`config.mk`:
```
export PLATFORM = sky130hd
export DESIGN_NAME = l2_plru_cache_ctrl
export DESIGN_NICKNAME = d
export VERILOG_FILES = /design/src/rtl/l2_plru_cache_ctrl.sv
export SDC_FILE = /design/constraint.sdc
export NUM_CORES = 1
export LEC_CHECK = 0
export ABC_AREA = 1
export BUFFER_PORTS_ARGS = -buffer_cell sky130_fd_sc_hd__buf_2
export CAP_MARGIN = 20
export CORE_MARGIN = 8
export CORE_UTILIZATION = 42
export DETAILED_ROUTE_END_ITERATION = 7
export PLACE_DENSITY = 0.87
export SLEW_MARGIN = 20
export SYNTH_ARGS = -nofsm -noshare
export SYNTH_HDL_FRONTEND = slang
export SYNTH_SLANG_ARGS = --single-unit
```
`constraint.sdc`:
```
create_clock -name clk -period 1.6 [get_ports clk]
set_input_delay 0.16 -clock clk [delete_from_list [all_inputs] [get_ports clk]]
set_output_delay 0.16 -clock clk [all_outputs]
set_load 0.05 [all_outputs]
```
`src/rtl/l2_plru_cache_ctrl.sv`:
```
// Write-back, write-allocate L2 cache controller with tree pseudo-LRU replacement,
// invalid-way-first victim selection and a whole-cache dirty-line flush engine.
//
// state      | meaning
// PROCESS    | serve hits, decide on misses, accept flush requests
// WRITE_BACK | write the dirty victim line to pmem
// FETCH      | read the requested line from pmem into the victim way
// FLUSH_SCAN | step through every (set, way) looking for dirty lines
// FLUSH_WB   | write back the dirty line under the flush counters
module l2_plru_cache_ctrl #(
    parameter int WAYS     = 8,
    parameter int SET_BITS = 3
) (
    input  logic                    clk,
    input  logic                    rst,
    input  logic                    mem_read,
    input  logic                    mem_write,
    output logic                    mem_resp,
    input  logic [WAYS-1:0]         hit,
    input  logic [WAYS-1:0]         valid,
    input  logic [WAYS-1:0]         dirty,
    input  logic [WAYS-2:0]         lru_in,
    output logic [WAYS-2:0]         lru_out,
    output logic                    load_lru,
    output logic [WAYS-1:0]         load_tag,
    output logic [WAYS-1:0]         load_data,
    output logic [WAYS-1:0]         load_valid,
    output logic [WAYS-1:0]         load_dirty,
    output logic                    valid_in,
    output logic                    dirty_in,
    output logic                    data_sel,
    output logic [$clog2(WAYS)-1:0] way_sel,
    output logic                    pmem_addr_sel,
    output logic                    set_override,
    output logic [SET_BITS-1:0]     flush_set,
    output logic                    pmem_read,
    output logic                    pmem_write,
    input  logic                    pmem_resp,
    input  logic                    flush_req,
    output logic                    flush_done
);

    localparam int WB = $clog2(WAYS);
    localparam int LW = WAYS - 1;

    typedef enum logic [2:0] {
        PROCESS    = 3'd0,
        WRITE_BACK = 3'd1,
        FETCH      = 3'd2,
        FLUSH_SCAN = 3'd3,
        FLUSH_WB   = 3'd4
    } state_t;

    state_t                state, state_n;
    logic [WB-1:0]         victim, victim_n;
    logic [WB-1:0]         way_cnt, way_n;
    logic [SET_BITS-1:0]   set_cnt, set_n;

    logic                  req_valid;
    logic                  hit_any;
    logic [WB-1:0]         hit_way;
    logic [WB-1:0]         victim_c;
    logic                  flush_last;
    logic                  flush_line_dirty;
    logic [WAYS-1:0]       vd_sh;

    function automatic logic [WB-1:0] lowest_set(input logic [WAYS-1:0] v);
        logic [WAYS-1:0] sh;
        logic [WB-1:0]   idx;
        idx = '0;
        for (int i = WAYS - 1; i >= 0; i--) begin
            sh = v >> i;
            if (sh[0]) idx = WB'(i);
        end
        return idx;
    endfunction

    // Follow the node bits from the root; the final node number minus the
    // internal-node count is the leaf (way) index.
    function automatic logic [WB-1:0] plru_victim(input logic [WAYS-2:0] t);
        logic [WAYS-2:0] sh;
        int              node;
        node = 0;
        for (int l = 0; l < WB; l++) begin
            sh   = t >> node;
            node = 2 * node + (sh[0] ? 2 : 1);
        end
        return WB'(node - LW);
    endfunction

    function automatic logic [WAYS-2:0] plru_update(input logic [WAYS-2:0] t,
                                                    input logic [WB-1:0]   way);
        logic [WAYS-2:0] r;
        logic [WAYS-2:0] mask;
        logic [WB-1:0]   sh;
        int              node;
        r    = t;
        node = 0;
        for (int l = 0; l < WB; l++) begin
            sh   = way >> (WB - 1 - l);
            mask = LW'(1) << node;
            if (sh[0]) r = r & ~mask;
            else       r = r | mask;
            node = 2 * node + (sh[0] ? 2 : 1);
        end
        return r;
    endfunction

    assign req_valid        = mem_read ^ mem_write;
    assign hit_any          = |hit;
    assign hit_way          = lowest_set(hit);
    assign victim_c         = (&valid) ? plru_victim(lru_in) : lowest_set(~valid);
    assign flush_last       = (way_cnt == WB'(WAYS - 1)) && (&set_cnt);
    assign vd_sh            = (valid & dirty) >> way_cnt;
    assign flush_line_dirty = vd_sh[0];

    always_ff @(posedge clk) begin
        if (rst) begin
            state   <= PROCESS;
            victim  <= '0;
            way_cnt <= '0;
            set_cnt <= '0;
        end else begin
            state   <= state_n;
            victim  <= victim_n;
            way_cnt <= way_n;
            set_cnt <= set_n;
        end
    end

    always_comb begin
        state_n  = state;
        victim_n = victim;
        way_n    = way_cnt;
        set_n    = set_cnt;
        case (state)
            PROCESS: begin
                if (req_valid) begin
                    if (!hit_any) begin
                        victim_n = victim_c;
                        state_n  = (valid[victim_c] && dirty[victim_c]) ? WRITE_BACK : FETCH;
                    end
                end else if (flush_req) begin
                    state_n = FLUSH_SCAN;
                    way_n   = '0;
                    set_n   = '0;
                end
            end
            WRITE_BACK: if (pmem_resp) state_n = FETCH;
            FETCH:      if (pmem_resp) state_n = PROCESS;
            FLUSH_SCAN: begin
                if (flush_line_dirty) begin
                    state_n = FLUSH_WB;
                end else begin
                    way_n = way_cnt + 1'b1;
                    if (way_cnt == WB'(WAYS - 1)) set_n = set_cnt + 1'b1;
                    if (flush_last) state_n = PROCESS;
                end
            end
            FLUSH_WB: begin
                if (pmem_resp) begin
                    way_n = way_cnt + 1'b1;
                    if (way_cnt == WB'(WAYS - 1)) set_n = set_cnt + 1'b1;
                    state_n = flush_last ? PROCESS : FLUSH_SCAN;
                end
            end
            default: state_n = PROCESS;
        endcase
    end

    always_comb begin
        mem_resp      = 1'b0;
        lru_out       = lru_in;
        load_lru      = 1'b0;
        load_tag      = '0;
        load_data     = '0;
        load_valid    = '0;
        load_dirty    = '0;
        valid_in      = 1'b0;
        dirty_in      = 1'b0;
        data_sel      = 1'b0;
        way_sel       = victim;
        pmem_addr_sel = 1'b0;
        set_override  = 1'b0;
        flush_set     = set_cnt;
        pmem_read     = 1'b0;
        pmem_write    = 1'b0;
        flush_done    = 1'b0;
        case (state)
            PROCESS: begin
                if (req_valid && hit_any) begin
                    mem_resp = 1'b1;
                    load_lru = 1'b1;
                    lru_out  = plru_update(lru_in, hit_way);
                    if (mem_write) begin
                        load_dirty = WAYS'(1) << hit_way;
                        load_data  = WAYS'(1) << hit_way;
                        dirty_in   = 1'b1;
                    end
                end
            end
            WRITE_BACK: begin
                pmem_write    = 1'b1;
                pmem_addr_sel = 1'b1;
            end
            FETCH: begin
                pmem_read = 1'b1;
                if (pmem_resp) begin
                    load_tag   = WAYS'(1) << victim;
                    load_data  = WAYS'(1) << victim;
                    load_valid = WAYS'(1) << victim;
                    load_dirty = WAYS'(1) << victim;
                    data_sel   = 1'b1;
                    valid_in   = 1'b1;
                end
            end
            FLUSH_SCAN: begin
                set_override = 1'b1;
                way_sel      = way_cnt;
                if (!flush_line_dirty && flush_last) flush_done = 1'b1;
            end
            FLUSH_WB: begin
                set_override  = 1'b1;
                pmem_write    = 1'b1;
                pmem_addr_sel = 1'b1;
                way_sel       = way_cnt;
                if (pmem_resp) begin
                    load_dirty = WAYS'(1) << way_cnt;
                    if (flush_last) flush_done = 1'b1;
                end
            end
            default: ;
        endcase
    end

endmodule
```
==> flow_metrics.env, run 1 <==
export IMPL_syn_avg_cell_area_sq_um=5.75
export IMPL_syn_num_nets=350
export IMPL_ys_types=34
export IMPL_tool_error="[ERROR DPL-0038] Utilization greater than 100%, impossible to legalize"
export IMPL_synth_top_area_share_pct=15.4
export IMPL_die_h_um=80.6
export IMPL_dp_hpwl_um=5800
export IMPL_row_count=23
export IMPL_synth_most_common_cell="nand2_1"
export IMPL_initial_utilization_pct=43.8
export IMPL_synth_area_sq_mm=0.00175
export IMPL_synth_largest_area_cell="nand2_1"
export IMPL_gp_congestion=0.878
export IMPL_post_cts_hold_buffer_count=0
export IMPL_worst_ep_kind="top-level output"
export IMPL_seq_area_frac_synth_pct=13.7
export IMPL_clk_path_buf_depth=2
export IMPL_dominantRegCellSynth="dfxtp_1"
export IMPL_num_io_pins=92
export IMPL_netlist_top_cells_count="nand2_1 (72), inv_1 (38), nor2_1 (37)"
export IMPL_root_buffer="clkbuf_8"
export IMPL_grt_max_degree=9
export IMPL_numPortBuffers=91
export IMPL_cts_htree_levels=1
export IMPL_async_flop_share_pct=0
export IMPL_status="aborted with a tool error"
export IMPL_clock_sinks=12
export IMPL_die_w_um=80.6
export IMPL_grt_worst_endpoint="load_dirty[6]"
export IMPL_synthCells=305
export IMPL_synth_edf_count=0
export IMPL_synth_seq_cells=12
export IMPL_yosys_warnings=0
export IMPL_cts_made_buffers=3
export IMPL_haltStage="global routing (5_1_grt)"
export IMPL_synthTopCellsByArea="nand2_1 (15%), dfxtp_1 (14%), inv_1 (8.1%)"
per-stage QoR:
| stage | hold slack, ps | area [sq um] | instances | util [%] | setup slack (ps) |
|---|---|---|---|---|---|
| 4_1_cts | 177 | 3600 | 509 | 89.9 | -309 |
| 3_5_place_dp | 428 | 2820 | 485 | 70.5 | -290 |
| 3_3_place_gp | 438 | 2820 | 485 | 70.5 | -191 |
| 2_1_floorplan | 358 | 2000 | 305 | - | -982 |
cell families after synthesis:
family / Yosys count / share of synthesized area, %
buffers and inverters: 67 / 17.0
and+or+nand+nor: 161 / 42.9
adders and majority gates: 8 / 5.71
AOI/OAI and AO/OA: 57 / 20.7
DFF: 12 / 13.7
repair_timing:
item / CTS
setup buffers: 20
pin swaps: 39
gates resized for setup: 168
setup endpoints to repair: 55
==> run 2: changes to the inputs <==
CORE_UTILIZATION = 30   (was 42)
PLACE_DENSITY = default   (was 0.87)
PLACE_DENSITY_LB_ADDON = 0.15   (was default)
clock period = 2.1 ns   (was 1.6 ns; I/O delays follow)
==> run 2 against run 1 <==
  * Synthesized cell count unchanged
  * Area after synthesis unchanged
  * The flow now finishes without violations
==> flow_metrics.env, run 2 <==
export IMPL_synth_largest_area_cell="nand2_1"
export IMPL_synth_area_sq_mm=0.00175
export IMPL_seq_area_frac_synth_pct=13.7
export IMPL_synth_most_common_cell="nand2_1"
export IMPL_die_area_sq_mm=0.00855
export IMPL_setup_ws_ps=91.6
export IMPL_grtUsageTotal_pct=13.9
export IMPL_syn_num_nets=350
export IMPL_n_antenna_cell=0
export IMPL_p_leak_nw=1.37
export IMPL_p_sw_share_pct=56.2
export IMPL_p_comb_share_pct=69.4
export IMPL_clkTransAtPathRegs_ps=50
export IMPL_nets=444
export IMPL_clkPwrFrac_pct=13.3
export IMPL_rsz0062_at_grt="true"
export IMPL_initial_utilization_pct=30.3
export IMPL_syn_avg_cell_area_sq_um=5.75
export IMPL_row_count=28
export IMPL_cp_data_required_time_ps=1890
export IMPL_final_common_cell="buf_2"
export IMPL_cts_tree="built"
export IMPL_wirelength_um=6180
export IMPL_dp_hpwl_um=5370
export IMPL_clk_path_buf_depth=2
export IMPL_multi_input_area_sq_mm=0.00139
export IMPL_intPower_uw=850
export IMPL_numPortBuffers=91
export IMPL_ir_drop_mv=0.495
export IMPL_drive_gt1_share_pct=45.0
export IMPL_cts_made_buffers=3
export IMPL_finalHoldViolCount=0
export IMPL_antenna_left=0
export IMPL_drc_errors=0
export IMPL_die_h_um=92.4
export IMPL_startpoint_type="flip-flop"
export IMPL_seq_area_sq_um=250
export IMPL_setup_viol=0
export IMPL_core_area_sq_mm=0.00578
export IMPL_root_buffer="clkbuf_8"
export IMPL_finClkSkew_ps=0.558
export IMPL_finalCritPeriodShare_pct=95.6
export IMPL_gp_congestion=0.853
export IMPL_num_io_pins=92
export IMPL_arrival_ps=1800
export IMPL_avgRoutedWirePerCell_um=13.1
export IMPL_grt_max_degree=10
export IMPL_tns_ps=0
export IMPL_seqPwrFrac_pct=17.3
export IMPL_crit_type="flip-flop to output pin"
export IMPL_clkLatencyLatePin_ps=250
export IMPL_place_ws_ps=105
export IMPL_netlist_top_cells_count="nand2_1 (72), inv_1 (38), nor2_1 (37)"
export IMPL_grt_pass1_vias=2192
export IMPL_ys_types=34
export IMPL_async_flop_share_pct=0
export IMPL_fin_util_pct=44.7
export IMPL_report_final_slew_viol_count=0
export IMPL_synthTopCellsByArea="nand2_1 (15%), dfxtp_1 (14%), inv_1 (8.1%)"
export IMPL_worstMarginPinSlew_ps=429
export IMPL_synth_seq_cells=12
export IMPL_p_sw_mw=1.09
export IMPL_cts_htree_levels=1
export IMPL_die_w_um=92.4
export IMPL_pwr_density_cell_mw_per_mm2=751
export IMPL_hp_class="input port to flip-flop"
export IMPL_dominantRegCellSynth="dfxtp_1"
export IMPL_drt_iter0_drc=61
export IMPL_max_freq_ghz=0.498
export IMPL_worstSetupEndpointType="output pin"
export IMPL_num_fill_cells=642
export IMPL_synth_top_area_share_pct=15.4
export IMPL_grt_overflow_total=0
export IMPL_final_cell_mix="buf_2 (81), nand2_1 (65), inv_1 (35)"
export IMPL_area_growth_pct=47.5
export IMPL_yosys_warnings=0
export IMPL_drv_cap=0
export IMPL_grt_pass1_wl_um=10000
export IMPL_synthCells=305
export IMPL_grt_antenna_before_repair=0
export IMPL_status="completed"
export IMPL_clock_sinks=12
export IMPL_cp_max_fo=5
export IMPL_vias=2209
export IMPL_avgViaCountPerCell=4.67
export IMPL_finalCriticalPeriod_ps=2010
export IMPL_relSlewSlack_pct=71.3
export IMPL_drt_first_pass_iters=4
export IMPL_synth_edf_count=0
[run 2: cell families after synthesis]
kind of cell    share of synthesized area [%]
compound gates                           20.7
buf+inv                                  17.0
fa+ha+maj                                5.71
simple gates                             42.9
flops                                    13.7
[run 2: per-layer routing]
layer,GRT usage [%],routed length [um]
met4,2.95,39
met1,15.6,2650
met5,0,0
met2,25.0,2980
met3,4.45,510
[run 2: final timing paths]
| path | from | end | slack [ps] | depth (start not counted) |
|---|---|---|---|---|
| max reg2reg | way_cnt[0]$_SDFFE_PP0P_ | flush_set[0]$_SDFFE_PP0P_ | 410 | 10 |
| min | rst | state[0]$_SDFFE_PP0P_ | 230 | 2 |
| min reg2reg | flush_set[2]$_SDFFE_PP0P_ | flush_set[2]$_SDFFE_PP0P_ | 480 | 2 |
| max | state[0]$_SDFFE_PP0P_ | load_dirty[6] | 90 | 11 |
[run 2: timing repair]
item                                    in CTS  in global routing
endpoints found under the hold margin        0                  0
pin swaps                                    0                  5
hold buffers                                 0                  0
endpoints found under the setup margin      13                 15
gates resized for setup                     13                 12
setup buffers                                0                  5
[run 2: power by group through the flow]
stage | clock network (mW) | registers [mW] | logic [mW]
after floorplan | 0 | 0.356 | 0.971
after global placement | 0 | 0.332 | 1.27
after detailed placement | 0 | 0.332 | 1.27
after CTS | 0.266 | 0.330 | 1.28
after global routing | 0.277 | 0.342 | 1.46
final | 0.258 | 0.335 | 1.35
[run 2: worst max-delay path: stages, from the launching register on]
cell and delay, ps:
dfxtp_4 370, nor2_4 150, nand2_4 90, clkinv_4 70, nand2_4 70, nor2_4 100, inv_2 70, nor2_4 170
nand3_2 120, o21ai_4 90, a31o_4 120, buf_8 140
[run 2: stage by stage]
stage                     power, mW  instance area [sq um]  instances  hold WS [ps]
after detailed placement       1.60                   2430        464           478
after global placement         1.60                   2430        464           475
after floorplan                1.33                   1920        305           408
after CTS                      1.87                   2520        468           235
final                          1.94                   2580        473           231
after global routing           2.08                   2580        473           243
[run 2: cell type report]
type,instances,area share (%)
Multi-Input combinational cell,226,53.9
Clock buffer,4,2.13
Tap cell,75,3.63
Inverter,53,7.99
Sequential cell,12,9.68
Timing Repair Buffer,103,22.7
Power figures use the tool's default switching activity.
